==> src/rtl/fir_pkg.sv <==
// Shared state encoding, default widths and output saturation limits for the
// cascaded FIR MAC lanes.
package fir_pkg;

    localparam int DEF_DATA_W = 3;
    localparam int DEF_COEF_W = 16;
    localparam int OUT_W      = 16;

    localparam logic [OUT_W-1:0] SAT_POS = 16'h7FFF;
    localparam logic [OUT_W-1:0] SAT_NEG = 16'h8000;

    typedef enum logic [1:0] {
        IDLE = 2'd0,
        MAC  = 2'd1,
        OUT  = 2'd2
    } macState_t;

endpackage

==> src/rtl/fir_coeff_ram.sv <==
// Per-lane coefficient register file: synchronous write, asynchronous read by
// the MAC tap index. Writes to addresses at or beyond TAPS match no entry.
module fir_coeff_ram #(
    parameter int TAPS   = 10,
    parameter int COEF_W = 16,
    parameter int IDX_W  = 4,
    parameter int ADDR_W = 4
) (
    input  logic                     iClk_12M,
    input  logic                     iWrEn,
    input  logic [ADDR_W-1:0]        iWrAddr,
    input  logic signed [COEF_W-1:0] iWrData,
    input  logic [IDX_W-1:0]         iRdIdx,
    output logic signed [COEF_W-1:0] oRdData
);

    logic signed [COEF_W-1:0] coefMem [TAPS];

    always_ff @(posedge iClk_12M) begin
        for (int i = 0; i < TAPS; i++) begin
            if (iWrEn && (iWrAddr == ADDR_W'(i))) begin
                coefMem[i] <= iWrData;
            end
        end
    end

    assign oRdData = coefMem[iRdIdx];

endmodule

==> src/rtl/fir_mac_lane.sv <==
// One serial-MAC lane of the cascaded FIR: delay line, tap FSM, accumulator and
// 16-bit output stage. Define FIR_MAC_SAT_EN to saturate the output instead of wrapping.
module fir_mac_lane
    import fir_pkg::*;
#(
    parameter int DATA_W = DEF_DATA_W,
    parameter int COEF_W = DEF_COEF_W,
    parameter int TAPS   = 10,
    parameter int SHIFT  = 3
) (
    input  logic                     iClk_12M,
    input  logic                     iRst,
    input  logic                     iEnSample_600k,
    input  logic signed [DATA_W-1:0] iFirIn,
    input  logic                     iCoeffWr,
    input  logic [3:0]               iCoeffAddr,
    input  logic signed [COEF_W-1:0] iCoeffData,
    output logic signed [DATA_W-1:0] oDelayOut,
    output logic signed [OUT_W-1:0]  oMac,
    output logic                     oMacValid,
    output logic                     oEnDelay,
    output logic                     oOverrun,
    output logic                     oCoeffErr
);

    localparam int IDX_W  = $clog2(TAPS);
    localparam int CNT_W  = $clog2(TAPS + 1);
    localparam int PROD_W = DATA_W + COEF_W;
    localparam int ACC_W  = PROD_W + $clog2(TAPS);

    localparam logic [IDX_W-1:0]        LAST_IDX = IDX_W'(TAPS - 1);
    localparam logic [CNT_W-1:0]        FULL_CNT = CNT_W'(TAPS);
    localparam logic signed [ACC_W-1:0] POS_LIM  = ACC_W'(32'sd32767);
    localparam logic signed [ACC_W-1:0] NEG_LIM  = ACC_W'(-32'sd32768);

    macState_t stateReg, stateNext;
    logic [IDX_W-1:0]         idxReg, idxNext;
    logic signed [ACC_W-1:0]  accReg, accNext;
    logic [CNT_W-1:0]         fillCntReg, fillCntNext;
    logic signed [DATA_W-1:0] delayReg [TAPS];

    logic                     busy;
    logic                     macLoad;
    logic                     coeffWrEn;
    logic signed [COEF_W-1:0] coefRd;
    logic signed [PROD_W-1:0] sampleExt, coefExt, product;
    logic signed [ACC_W-1:0]  shifted;
    logic [OUT_W-1:0]         macOut;

    assign busy      = (stateReg != IDLE);
    assign coeffWrEn = iCoeffWr && !busy;

    fir_coeff_ram #(
        .TAPS   (TAPS),
        .COEF_W (COEF_W),
        .IDX_W  (IDX_W),
        .ADDR_W (4)
    ) uCoeffRam (
        .iClk_12M (iClk_12M),
        .iWrEn    (coeffWrEn),
        .iWrAddr  (iCoeffAddr),
        .iWrData  (iCoeffData),
        .iRdIdx   (idxReg),
        .oRdData  (coefRd)
    );

    // Both operands widened first so the product is exact in PROD_W bits.
    assign sampleExt = PROD_W'(delayReg[idxReg]);
    assign coefExt   = PROD_W'(coefRd);
    assign product   = sampleExt * coefExt;

    assign shifted   = accReg >>> SHIFT;
    assign oDelayOut = delayReg[TAPS-1];

    always_comb begin
        macOut = OUT_W'(shifted);
`ifdef FIR_MAC_SAT_EN
        if (shifted > POS_LIM) begin
            macOut = SAT_POS;
        end else if (shifted < NEG_LIM) begin
            macOut = SAT_NEG;
        end
`endif
    end

    // A strobe always (re)starts the sum, which is how an overrun aborts a busy MAC.
    always_comb begin
        stateNext = stateReg;
        idxNext   = idxReg;
        accNext   = accReg;
        macLoad   = 1'b0;
        if (iEnSample_600k) begin
            stateNext = MAC;
            idxNext   = '0;
            accNext   = '0;
        end else begin
            case (stateReg)
                IDLE: begin
                    stateNext = IDLE;
                end
                MAC: begin
                    accNext = accReg + ACC_W'(product);
                    if (idxReg == LAST_IDX) begin
                        stateNext = OUT;
                    end else begin
                        idxNext = idxReg + 1'b1;
                    end
                end
                OUT: begin
                    stateNext = IDLE;
                    macLoad   = 1'b1;
                end
                default: begin
                    stateNext = IDLE;
                end
            endcase
        end
    end

    always_comb begin
        fillCntNext = fillCntReg;
        if (iEnSample_600k && (fillCntReg != FULL_CNT)) begin
            fillCntNext = fillCntReg + 1'b1;
        end
    end

    always_ff @(posedge iClk_12M) begin
        if (iRst) begin
            stateReg   <= IDLE;
            idxReg     <= '0;
            accReg     <= '0;
            fillCntReg <= '0;
            oMac       <= '0;
            oMacValid  <= 1'b0;
            oEnDelay   <= 1'b0;
            oOverrun   <= 1'b0;
            oCoeffErr  <= 1'b0;
            for (int k = 0; k < TAPS; k++) begin
                delayReg[k] <= '0;
            end
        end else begin
            stateReg   <= stateNext;
            idxReg     <= idxNext;
            accReg     <= accNext;
            fillCntReg <= fillCntNext;
            oEnDelay   <= (fillCntNext == FULL_CNT);
            oOverrun   <= iEnSample_600k && busy;
            oCoeffErr  <= iCoeffWr && busy;
            oMacValid  <= macLoad;
            if (macLoad) begin
                oMac <= macOut;
            end
            if (iEnSample_600k) begin
                delayReg[0] <= iFirIn;
                for (int k = 1; k < TAPS; k++) begin
                    delayReg[k] <= delayReg[k-1];
                end
            end
        end
    end

endmodule
==> config.mk <==
export PLATFORM = sky130hd
export DESIGN_NAME = fir_mac_lane
export DESIGN_NICKNAME = d
export VERILOG_FILES = /design/src/rtl/fir_pkg.sv /design/src/rtl/fir_coeff_ram.sv /design/src/rtl/fir_mac_lane.sv
export SDC_FILE = /design/constraint.sdc
export NUM_CORES = 1
export LEC_CHECK = 0
export BUFFER_PORTS_ARGS = -buffer_cell sky130_fd_sc_hd__clkbuf_2
export CAP_MARGIN = 20
export CORE_MARGIN = 3
export CORE_UTILIZATION = 45
export CTS_CLUSTER_DIAMETER = 100
export DETAILED_ROUTE_END_ITERATION = 8
export PLACE_DENSITY = 0.72
export SLEW_MARGIN = 10
export SYNTH_ARGS = -nofsm -noshare
export SYNTH_HDL_FRONTEND = slang
export SYNTH_HIERARCHICAL = 1
export SYNTH_SLANG_ARGS = --single-unit
export TNS_END_PERCENT = 5
==> constraint.sdc <==
create_clock -name iClk_12M -period 9.4 [get_ports iClk_12M]
set_input_delay 0 -clock iClk_12M [delete_from_list [all_inputs] [get_ports iClk_12M]]
set_output_delay 0 -clock iClk_12M [all_outputs]
set_load 0.02 [all_outputs]
==> impl_metrics.py <==
metrics = {
    "sta": {
        "fmax_mhz": 163,
        "skew_ns": 0.0236,
        "finalSetupTns_ns": 0,
        "setup_viol": 0,
        "final_max_slew_viol_count": 0,
        "min_period_ns": 6.15,
        "max_slew_margin": 0.356,
        "rsz0062_at_grt": "no",
        "timing.final.hold_violations": 0,
        "period_share": 0.654,
        "tightest_slew_ns": 0.966,
    },
    "floorplanning": {
        "die-area_um2": 27800,
        "start_util": 0.459,
        "num_io_pins": 50,
        "fp.dieH_um": 167,
        "rows": 58,
        "die_x_um": 167,
        "core_area_um2": 25300,
    },
    "logic_synthesis": {
        "ys_seq_elements": 243,
        "syn_area_per_cell_um2": 13.3,
        "ys.warnings.count": 6,
        "yosysSeqAreaShare": 0.582,
        "synth_cell_types": 59,
        "synth_area_um2": 11600,
        "ys.flop_type": "edfxtp_1",
        "syn_inst": 873,
        "synth_edf_count": 190,
        "synth_fp_nets": 973,
        "ys_async_sr_fraction": 0,
    },
    "clock_tree": {
        "ctsHoldBuffers": 23,
        "clockRootBuffer": "clkbuf_16",
        "cts_buffers": 24,
        "cts_tree": "yes",
        "cts-htree-levels": 1,
        "clock-sinks": 243,
        "insertion_delay_ns": 0.53,
        "cts.repair.resized": 0,
        "cts_buffer_depth": 3,
        "cts.repair_timing.setup_buffer_count": 0,
        "path_clk_slew_ns": 0.06,
    },
    "global_route": {
        "grt_max_degree": 52,
        "grt_use_total": 0.157,
        "overflow": 0,
        "grt_antenna_before_repair": 1,
        "grt_pass1_wl_mm": 35.7,
        "grt_pass1_vias": 6779,
    },
    "critical_path": {
        "crit_fanout": 50,
        "end_kind": "flip-flop",
        "arrival_ns": 6.55,
        "required_ns": 9.80,
        "critPathKind": "flip-flop to flip-flop",
        "rrSetupSlack_ns": 3.25,
        "cp-start-kind": "flip-flop",
    },
    "power_and_ir_drop": {
        "peakVddDrop_mv": 0.165,
        "leakagePower_nw": 4.86,
        "power.density_nw_per_um2": 183,
        "pwr-share-comb": 0.126,
        "p_switching_uw": 576,
        "power_frac_seq": 0.496,
        "clock_power_share": 0.379,
        "switching_share": 0.238,
        "p_int_mw": 1.84,
    },
    "job": {
        "cap_viol_max_count": 0,
    },
    "placement": {
        "port_buffers": 49,
        "hpwl_mm": 14.3,
        "place_area_um2": 12200,
        "gp_congestion": 0.836,
    },
    "drt": {
        "dr.pass1.iters": 5,
        "ant_nets": 0,
        "first_iter_violations": 423,
        "dr_total_vias": 6782,
        "drc_errors": 0,
        "via_per_inst": 5.23,
        "wl_per_cell_um": 16.9,
        "drt_wl_total_mm": 21.9,
    },
    "cells_and_area": {
        "n_fill_cell": 2099,
        "syn_to_final_growth_pct": 13.8,
        "final_nets": 1048,
        "final_cell_area_um2": 13200,
        "drive_gt1_frac": 0.192,
    },
    "status": {
        "outcome": "completed",
    },
    "min_path": {
        "hp-class": "input pin to flip-flop",
    },
}
power groups by stage:
stage	Sequential, mW	Clock (mW)	Combinational, mW
floorplan	1.21	0	0.234
detailed placement	1.22	0	0.293
global route	1.20	0.983	0.345
finish	1.20	0.917	0.304
CTS	1.20	0.937	0.305
global placement	1.22	0	0.288
sequential cells by signal, indices dropped and copies added, names as in the netlist, named ones only:
| name | flops |
|---|---|
| oMac | 16 |
| uCoeffRam/coefMem | 160 |
| fillCntReg | 4 |
| idxReg | 4 |
| accReg | 19 |
| delayReg | 30 |
| oCoeffErr | 1 |
| oEnDelay | 1 |
| oOverrun | 1 |
| oMacValid | 1 |
| stateReg | 2 |
critical path, stage by stage, from the launching register on:
cell and delay, ns:
dfxtp_4 0.83, buf_4 0.57, mux2i_1 0.14, a22o_1 0.25, o31ai_2 0.39, nand2_1 0.14, fa_1 0.59, fa_1 0.43
fa_1 0.51, inv_1 0.04, ha_1 0.21, fa_1 0.48, a211oi_1 0.28, o211a_1 0.25, nor3_1 0.09, or4_4 0.49
a31oi_1 0.22, nor3b_2 0.06
area by class of cell:
class                           count  area [um^2]  share of cell area
Timing Repair Buffer               89          616              0.0465
Clock buffer                       28          658              0.0497
Inverter                           22         82.6             0.00624
Multi-Input combinational cell    568         4570               0.345
Tap cell                          330          413              0.0312
Sequential cell                   243         6770               0.511
Antenna cell                        1         2.50            0.000189
Clock inverter                     15          123             0.00926
synth_stat cells (all sizes together), types with 22 or more instances:
cell,n,area [um^2]
and2,61,382
mux2,49,552
clkbuf,23,87.6
dfxtp,53,1060
fa,33,661
nand2,94,353
mux2i,36,360
a21oi,44,220
ha,40,500
nor2,53,199
inv,22,82.6
edfxtp,190,5710
metrics by stage:
step	power (mW)	std cells	worst slack (ns)	hold WS [ns]	util
6_report	2.42	1296	3.25	0.106	0.523
5_1_grt	2.53	1296	2.83	0.110	0.523
4_1_cts	2.44	1294	3.22	0.0890	0.522
3_5_place_dp	1.52	1228	3.22	0.281	0.482
3_3_place_gp	1.51	1228	3.28	0.277	0.482
2_1_floorplan	1.45	873	4.23	0.0989	-
worst paths after layout:
check | start | to | depth (start not counted)
setup / recovery | idxReg[0] | accReg[18] | 17
hold / removal | iCoeffAddr[0] | uCoeffRam/coefMem[8][3] | 3
setup reg to reg | idxReg[0] | accReg[18] | 17
hold reg to reg | oMac[10] | oMac[10] | 2
placed cells by master, fill, tap and decap left out, drive strengths merged, types with 23 or more instances in the layout:
| cell | synthesis | final |
|---|---|---|
| and2 | 61 | 61 |
| nor2 | 53 | 53 |
| nand2 | 94 | 94 |
| mux2i | 36 | 36 |
| a21oi | 44 | 44 |
| edfxtp | 190 | 190 |
| clkbuf | 23 | 77 |
| dlygate4sd3 | 0 | 23 |
| mux2 | 49 | 49 |
| ha | 40 | 40 |
| fa | 33 | 33 |
| dfxtp | 53 | 53 |
cell families after synthesis:
logic type | share of synthesized area
xor gates and xnor gates | 0.0136
AOI/OAI and AO/OA | 0.0842
muxes | 0.0900
buffers and inverters | 0.0266
DFF | 0.582
and+or+nand+nor | 0.104
adders and majority gates | 0.0998
routing by layer:
layer | vias up | GRT usage | share of wire
li1 | 3337 | - | -
met1 | 3298 | 0.219 | 0.48
met2 | 112 | 0.263 | 0.47
met3 | 35 | 0.0211 | 0.030
met4 | 0 | 0.0416 | 0.020
met5 | - | 0 | 0
Power figures use the tool's default switching activity.
